**config.mk**
```make
export PLATFORM = sky130hd
export DESIGN_NAME = async_fifo_wptr_full
export DESIGN_NICKNAME = d
export VERILOG_FILES = /design/src/rtl/async_fifo_pkg.sv /design/src/rtl/async_fifo_wptr_full.sv
export SDC_FILE = /design/constraint.sdc
export NUM_CORES = 1
export LEC_CHECK = 0
export ABC_AREA = 1
export BUFFER_PORTS_ARGS = -buffer_cell sky130_fd_sc_hd__buf_4
export CAP_MARGIN = 20
export CORE_MARGIN = 1
export CORE_UTILIZATION = 45
export CTS_CLUSTER_DIAMETER = 30
export DETAILED_ROUTE_END_ITERATION = 12
export GPL_TIMING_DRIVEN = 0
export PLACE_DENSITY_LB_ADDON = 0.05
export SETUP_SLACK_MARGIN = 0.15
export SYNTH_ARGS = -nofsm -noshare
export SYNTH_HDL_FRONTEND = slang
export SYNTH_SLANG_ARGS = --single-unit
```
**constraint.sdc**
```tcl
create_clock -name clk -period 1.9 [get_ports clk]
set_input_delay 0 -clock clk [delete_from_list [all_inputs] [get_ports clk]]
set_output_delay 0 -clock clk [all_outputs]
set_load 0.05 [all_outputs]
```
**src/rtl/async_fifo_pkg.sv**
```systemverilog
// Shared helpers for the dual-clock FIFO pointer blocks (write and read side).
// The conversion functions work on a 32-bit vector. Callers zero-extend their
// pointer into it and truncate the result back to pointer width. For a
// zero-extended input, the unused upper bits never affect the low bits.
package async_fifo_pkg;

  localparam int unsigned CONV_W = 32;

  function automatic int unsigned fifo_depth(input int unsigned addr_width);
    return 32'd1 << addr_width;
  endfunction

  function automatic logic [CONV_W-1:0] bin2gray(input logic [CONV_W-1:0] bin);
    return bin ^ (bin >> 1);
  endfunction

  function automatic logic [CONV_W-1:0] gray2bin(input logic [CONV_W-1:0] gray);
    logic [CONV_W-1:0] bin;
    bin[CONV_W-1] = gray[CONV_W-1];
    for (int i = CONV_W - 2; i >= 0; i--) begin
      bin[i] = bin[i+1] ^ gray[i];
    end
    return bin;
  endfunction

endpackage

```
**src/rtl/async_fifo_wptr_full.sv**
```systemverilog
// Write-side pointer and flag generator for the dual-clock FIFO.
// Owns the binary and gray write pointers. Publishes the gray pointer to the
// read domain. Derives full, almost_full, level and a sticky overflow flag by
// comparing against the read pointer that has already been synchronized into clk.
// The flags are pessimistic: space freed by a read shows up here only once
// rptr_sync has advanced.
module async_fifo_wptr_full
  import async_fifo_pkg::*;
#(
  parameter int ADDR_WIDTH  = 4,
  parameter int AFULL_LEVEL = 14
) (
  input  logic                  clk,
  input  logic                  rst_n,
  input  logic                  wr_en,
  input  logic [ADDR_WIDTH:0]   rptr_sync,
  output logic                  wr_accept,
  output logic [ADDR_WIDTH-1:0] waddr,
  output logic [ADDR_WIDTH:0]   wptr,
  output logic                  full,
  output logic                  almost_full,
  output logic [ADDR_WIDTH:0]   wr_level,
  output logic                  overflow
);

  localparam int PTR_W = ADDR_WIDTH + 1;
  localparam logic [PTR_W-1:0] AFULL_L = PTR_W'(AFULL_LEVEL);

  logic [PTR_W-1:0] wbin;
  logic [PTR_W-1:0] wbin_next;
  logic [PTR_W-1:0] wgray_next;
  logic [PTR_W-1:0] rbin;
  logic [PTR_W-1:0] level_next;
  logic [PTR_W-1:0] full_match;

  // The write strobe is the only combinational output. It is gated by the registered full.
  assign wr_accept = wr_en & ~full;
  assign waddr     = wbin[ADDR_WIDTH-1:0];

  // Next-state pointers and level. Arithmetic wraps modulo 2**PTR_W.
  always_comb begin
    wbin_next  = wbin + {{ADDR_WIDTH{1'b0}}, wr_accept};
    wgray_next = PTR_W'(bin2gray(CONV_W'(wbin_next)));
    rbin       = PTR_W'(gray2bin(CONV_W'(rptr_sync)));
    level_next = wbin_next - rbin;
    // The FIFO is full when the gray pointers differ only in their top two bits (one lap ahead).
    full_match = {~rptr_sync[PTR_W-1:PTR_W-2], rptr_sync[PTR_W-3:0]};
  end

  // Pointer registers. wptr moves by one bit per accepted write.
  always_ff @(posedge clk or negedge rst_n) begin
    if (!rst_n) begin
      wbin <= '0;
      wptr <= '0;
    end else begin
      wbin <= wbin_next;
      wptr <= wgray_next;
    end
  end

  // Registered flags and level. All of them come from the same next-state level.
  always_ff @(posedge clk or negedge rst_n) begin
    if (!rst_n) begin
      full        <= 1'b0;
      almost_full <= 1'b0;
      wr_level    <= '0;
    end else begin
      full        <= (wgray_next == full_match);
      almost_full <= (level_next >= AFULL_L);
      wr_level    <= level_next;
    end
  end

  // Sticky overflow flag. It sets on any write attempt while full and clears only on reset.
  always_ff @(posedge clk or negedge rst_n) begin
    if (!rst_n) begin
      overflow <= 1'b0;
    end else if (wr_en && full) begin
      overflow <= 1'b1;
    end
  end

endmodule

```
# Word level (Yosys, flattened, before mapping)
# Cells that the tools add are included.
# W data, S select, Z words.
# word_totals
output_inout_bits	18
regBits	18
word_cells	19
inputBits	8
# classes
n_lt_le_gt_ge	1
bitwise	8
reduce_logical	1
n_addsub	2
n_eq_ne	1
# ops
cell	n
$add A5 B1 Y5	1
$eq A5 B5 Y1	1
$ge A5 B4 Y1 const B	1
$sub A5 B5 Y5	1
$xor A5 B4 Y5	1
$xor A1 B1 Y1	4
$not A2 Y2	1
$and A1 B1 Y1	1
$logic_and A1 B1 Y1	1
$not A1 Y1	1

# Logic depth before layout (Yosys ltp)
# logic_depth
ltp_word	6
mapped_depth	14
ltp_nobuf	14

# Least setup slack after synthesis
# OpenSTA, ideal clock, no wires.
# synth_path
kind	register -> register
startpoint	register full
endpoint	register almost_full
required_ps	1775
arrival_time_ps	2908
period_less_slack_ps	3033
path_slack_ps	-1133
setup_ps	125
path_buffers	0
path_stages_with_launch	13
path_cell_list	dfrtp_1 -> nor2_1 -> ha_1 -> nand2_4 -> nand2_1 -> nand2_1 -> ha_1 -> inv_1 -> nor2_1 -> o21a_1 -> nor2_1 -> xor2_1 -> nand2_1
# synth_via
elab_chain_cells	5
# synth_rtl
element	line_no	text
from (decl)	async_fifo_wptr_full.sv:20	output logic full,
from (signal assigned)	async_fifo_wptr_full.sv:68	full <= (wgray_next == full_match);
$not A1 Y1	async_fifo_wptr_full.sv:37	assign wr_accept = wr_en & ~full;
$and A1 B1 Y1	async_fifo_wptr_full.sv:37	
via wr_accept	async_fifo_wptr_full.sv:17	output logic wr_accept,
$add A5 B1 Y5	async_fifo_wptr_full.sv:42	wbin_next = wbin + {{ADDR_WIDTH{1'b0}}, wr_accept};
via wbin_next[2]	async_fifo_wptr_full.sv:30	logic [PTR_W-1:0] wbin_next;
$sub A5 B5 Y5	async_fifo_wptr_full.sv:45	level_next = wbin_next - rbin;
$ge A5 B4 Y1	async_fifo_wptr_full.sv:69	almost_full <= (level_next >= AFULL_L);
to (signal assigned)	async_fifo_wptr_full.sv:69	
to (decl)	async_fifo_wptr_full.sv:21	output logic almost_full,
# The timed path passes the listed nets, and every way through them passes these cells.
# A chain may end at the register's enable or synchronous reset.

# Worst setup path in the final report
# layout_path
startpoint	register full
endpoint	register almost_full
# layout_via
elab_chain_cells	5
# layout_rtl
element	line_no
$not A1 Y1	async_fifo_wptr_full.sv:37
$and A1 B1 Y1	async_fifo_wptr_full.sv:37
$add A5 B1 Y5	async_fifo_wptr_full.sv:42
via wbin_next[2]	async_fifo_wptr_full.sv:30
$sub A5 B5 Y5	async_fifo_wptr_full.sv:45
$ge A5 B4 Y1	async_fifo_wptr_full.sv:69
# The timed path passes the listed nets, and every way through them passes these cells.

==> impl_metrics.xml <==
<?xml version="1.0" encoding="UTF-8"?>
<metrics>
  <group name="critical_path">
    <metric name="path_cells" unit="">nor2_4 -&gt; ha_4 -&gt; nand2_8 -&gt; nand2_4 -&gt; nand2_4 -&gt; ha_4 -&gt; inv_2 -&gt; nor2_2 -&gt; o21a_1 -&gt; nor2_2 -&gt; xor2_2 -&gt; nand2_1</metric>
    <metric name="cp_slowest_cell" unit="">sky130_fd_sc_hd__dfrtp_2</metric>
    <metric name="r2r-start" unit="">full</metric>
    <metric name="required_time_at_the_worst_slack_endpoint" unit="ns">2.09</metric>
    <metric name="critPathKind" unit="">reg2reg</metric>
    <metric name="cp-endpoint" unit="">almost_full</metric>
    <metric name="cp-startpoint" unit="">full</metric>
    <metric name="critPathMaxStageDelay" unit="ns">0.43</metric>
    <metric name="worst-r2r-cell-count" unit="">12</metric>
    <metric name="worst-r2r-setup-slack" unit="ns">-0.05</metric>
    <metric name="crit_fanout" unit="">4</metric>
    <metric name="setup.worst_path.end_class" unit="">flip-flop</metric>
    <metric name="worstReg2RegEnd" unit="">almost_full</metric>
    <metric name="worstPathArrival" unit="ns">2.14</metric>
    <metric name="start_kind" unit="">flip-flop</metric>
  </group>
  <group name="job">
    <metric name="maxCapViolCount" unit="">0</metric>
  </group>
  <group name="floorplan">
    <metric name="floorplan_core_area" unit="sq um">2042</metric>
    <metric name="die-area" unit="sq um">2446</metric>
    <metric name="std_cell_rows" unit="">16</metric>
    <metric name="fp.dieW" unit="um">49.46</metric>
    <metric name="start_util" unit="%">49.63</metric>
    <metric name="top_level_ports" unit="">26</metric>
    <metric name="die-height" unit="um">49.46</metric>
  </group>
  <group name="sta">
    <metric name="fmax" unit="GHz">0.5131</metric>
    <metric name="worst-slew-pin-transition" unit="ns">0.2683</metric>
    <metric name="post-route-min-period" unit="ns">1.949</metric>
    <metric name="post-route-period-util" unit="%">102.6</metric>
    <metric name="timing.setup.tns" unit="ns">-0.07501</metric>
    <metric name="hold_violations" unit="">0</metric>
    <metric name="rsz0062_at_grt" unit="">true</metric>
    <metric name="setup-violations-final" unit="">2</metric>
    <metric name="clock_skew" unit="ns">0.006550</metric>
    <metric name="setup_slack" unit="ns">-0.04911</metric>
    <metric name="number_of_pins_exceeding_their_max_slew_limit_in_the_final_report" unit="">0</metric>
    <metric name="timing.slew.headroom" unit="%">82.11</metric>
  </group>
  <group name="status">
    <metric name="violated_checks" unit="">setup timing</metric>
    <metric name="outcome" unit="">finished, violations left</metric>
  </group>
  <group name="place">
    <metric name="gpl.final_weighted_congestion" unit="">0.8573</metric>
    <metric name="place.detailed.instances" unit="">177</metric>
    <metric name="hpwlAfterDp" unit="um">1732</metric>
    <metric name="dp_worst_setup_slack" unit="ns">-0.3979</metric>
    <metric name="count_of_buffers_from_port_buffering" unit="">25</metric>
  </group>
  <group name="route">
    <metric name="routed_via_count" unit="">1047</metric>
    <metric name="number_of_detailed_route_iterations_in_the_first_pass" unit="">4</metric>
    <metric name="wl_per_cell" unit="um">12.26</metric>
    <metric name="route.detailed.vias_per_inst" unit="">5.315</metric>
    <metric name="drtIter0Drc" unit="">15</metric>
    <metric name="totalWireLength" unit="um">2416</metric>
    <metric name="drtAntennaViolNets" unit="">0</metric>
    <metric name="detail_route.drc_violations" unit="">0</metric>
  </group>
  <group name="layout">
    <metric name="filler_cell_count" unit="">145</metric>
    <metric name="final_cell_count_no_fill" unit="">197</metric>
    <metric name="final_layout_size_suffix_gt1_share" unit="%">48.82</metric>
    <metric name="final_nets" unit="">186</metric>
    <metric name="area.growth.synth_to_final" unit="%">55.43</metric>
    <metric name="n_antenna_cell" unit="">0</metric>
  </group>
  <group name="clock_tree">
    <metric name="insertion_delay" unit="ns">0.29</metric>
    <metric name="numCtsBuffers" unit="">3</metric>
    <metric name="cts.htree.levels" unit="">1</metric>
    <metric name="tritoncts_clock_tree" unit="">done</metric>
    <metric name="cts.sink_count" unit="">17</metric>
    <metric name="worst_setup_hold_path_clk_slew" unit="ns">0.10</metric>
    <metric name="clock_tree.root_cell" unit="">sky130_fd_sc_hd__clkbuf_4</metric>
    <metric name="cts_buffer_depth" unit="">2</metric>
  </group>
  <group name="synth">
    <metric name="flop_and_latch_count_out_of_synthesis" unit="">17</metric>
    <metric name="unique_masters_post_synth" unit="">23</metric>
    <metric name="syn_nets" unit="">140</metric>
    <metric name="post_synthesis_instance_total" unit="">125</metric>
    <metric name="synth_largest_type_area_fraction" unit="%">41.98</metric>
    <metric name="syn_area" unit="sq um">1013</metric>
    <metric name="synth_top_cell_by_area" unit="">sky130_fd_sc_hd__dfrtp_1</metric>
    <metric name="synth_sequential_area_ratio" unit="%">41.98</metric>
    <metric name="yosys_warnings" unit="">0</metric>
    <metric name="synthTopCellsByArea" unit="">sky130_fd_sc_hd__dfrtp_1 (42%), sky130_fd_sc_hd__nand2_1 (12%), sky130_fd_sc_hd__nand3_1 (11%)</metric>
    <metric name="average_instance_area_after_synthesis" unit="sq um">8.108</metric>
  </group>
  <group name="global_route">
    <metric name="grt_pass1_vias" unit="">871</metric>
    <metric name="overflow" unit="">0</metric>
    <metric name="antenna_violations_before_repair" unit="">0</metric>
    <metric name="grt_util_all_layers" unit="%">20.39</metric>
    <metric name="grt_pass1_wl" unit="um">3795</metric>
    <metric name="grt_max_degree" unit="">18</metric>
  </group>
  <group name="hold_path">
    <metric name="min_path_type" unit="">in2reg</metric>
  </group>
</metrics>
[stage by stage]
step / utilization (%) / cell area, sq um / hold slack [ns]
4_1_cts: 70.40 / 1438 / 0.08147
3_3_place_gp: 64.95 / 1326 / -0.1282
6_report: 77.14 / 1575 / 0.09082
3_5_place_dp: 64.95 / 1326 / -0.1250
2_1_floorplan: - / 1105 / -0.2956
5_1_grt: 77.14 / 1575 / 0.09833
[per-layer routing]
metal  vias to the layer above  wire (um)  GRT usage, %
li1                        488          -             -
met1                       480        995         28.06
met2                        62       1208         33.56
met3                        17        154         2.778
met4                         0         58         5.714
met5                         -          0             0
[kinds of logic (layout without fill, tap and decap cells)]
group	after synthesis	in the layout	synth area share, %
xor gates and xnor gates	4	4	3.457
buffers and inverters	19	64	7.778
AOI/OAI and AO/OA	6	6	3.827
DFF	17	17	41.98
and+or+nand+nor	72	72	33.58
adders and majority gates	7	7	9.383
[registers in the layout, summed over array words and instances (netlist names)]
signal,count
wr_level,5
wbin,5
wptr,4
almost_full,1
overflow,1
full,1
[synth_stat cells]
library cell                n
sky130_fd_sc_hd__nor2_2     1
sky130_fd_sc_hd__nor2_1     5
sky130_fd_sc_hd__o21ai_0    2
sky130_fd_sc_hd__nand2_1   32
sky130_fd_sc_hd__fa_1       1
sky130_fd_sc_hd__xnor2_1    2
sky130_fd_sc_hd__inv_2      2
sky130_fd_sc_hd__inv_1     16
sky130_fd_sc_hd__nand2_4    1
sky130_fd_sc_hd__ha_1       6
sky130_fd_sc_hd__nand3b_1   1
sky130_fd_sc_hd__nand3_2    1
sky130_fd_sc_hd__nand3_1   22
sky130_fd_sc_hd__a21o_1     1
sky130_fd_sc_hd__o21ai_2    1
sky130_fd_sc_hd__nand4_1    1
sky130_fd_sc_hd__dfrtp_1   17
sky130_fd_sc_hd__a21oi_1    1
sky130_fd_sc_hd__buf_6      1
sky130_fd_sc_hd__xor2_1     2
sky130_fd_sc_hd__nand2_2    7
sky130_fd_sc_hd__or2_1      1
sky130_fd_sc_hd__o21a_1     1
[worst max-delay path, delay by kind of cell, from the launching register on]
kind                     cells  cell delay [ns]
AO/OA/AOI/OAI                1             0.18
buffers and inverters        1             0.06
XOR/XNOR                     1             0.17
adder cells (fa/ha/maj)      2             0.44
flip-flops                   1             0.43
AND/OR/NAND/NOR              7             0.57
[repair_timing]
| item | 4_1_cts | 5_1_grt |
|---|---|---|
| hold buffers | 3 | 0 |
| gates cloned | 0 | 0 |
| setup buffers | 5 | 8 |
| gates resized for setup | 5 | 14 |
| pin swaps | 6 | 11 |
| endpoints found under the setup margin | 3 | 5 |
| endpoints found under the hold margin | 19 | 0 |
[final cells by class]
cell class              instances  area, sq um  area share, %
clock inverters                 1        5.005         0.3177
repair buffers                 41        315.3          20.02
multi-input cells              89        689.4          43.76
plain buffers                   1        11.26         0.7149
flip-flops and latches         17        427.9          27.16
well taps                      27        33.78          2.145
clock buffers                   3        22.52          1.430
inverters                      18        70.07          4.448
[worst min path at each step]
stage | from | to | slack (ns) | cells past startpoint
finish | rptr_sync[2] | full | 0.09 | 5
global route | rst_n | wbin[0] | 0.1 | 2
CTS | rptr_sync[2] | full | 0.08 | 5
detailed placement | rst_n | overflow | -0.12 | 1
global placement | rst_n | overflow | -0.13 | 1
floorplan | rst_n | almost_full | -0.30 | 0
[layout by cell type (no fill, tap or decap), types with 3 or more instances in the layout]
cell type                       count
sky130_fd_sc_hd__clkbuf_4           3
sky130_fd_sc_hd__buf_4             38
sky130_fd_sc_hd__nand2_4            4
sky130_fd_sc_hd__dfrtp_1           15
sky130_fd_sc_hd__nand3_2            4
sky130_fd_sc_hd__nand2_1           27
sky130_fd_sc_hd__ha_4               5
sky130_fd_sc_hd__nand3_1           19
sky130_fd_sc_hd__inv_1             13
sky130_fd_sc_hd__nand2_2            8
sky130_fd_sc_hd__dlygate4sd3_1      3
sky130_fd_sc_hd__inv_2              4
Power is not shown: default switching activity piles up to over one toggle a cycle in this logic, so the estimate is an artifact.
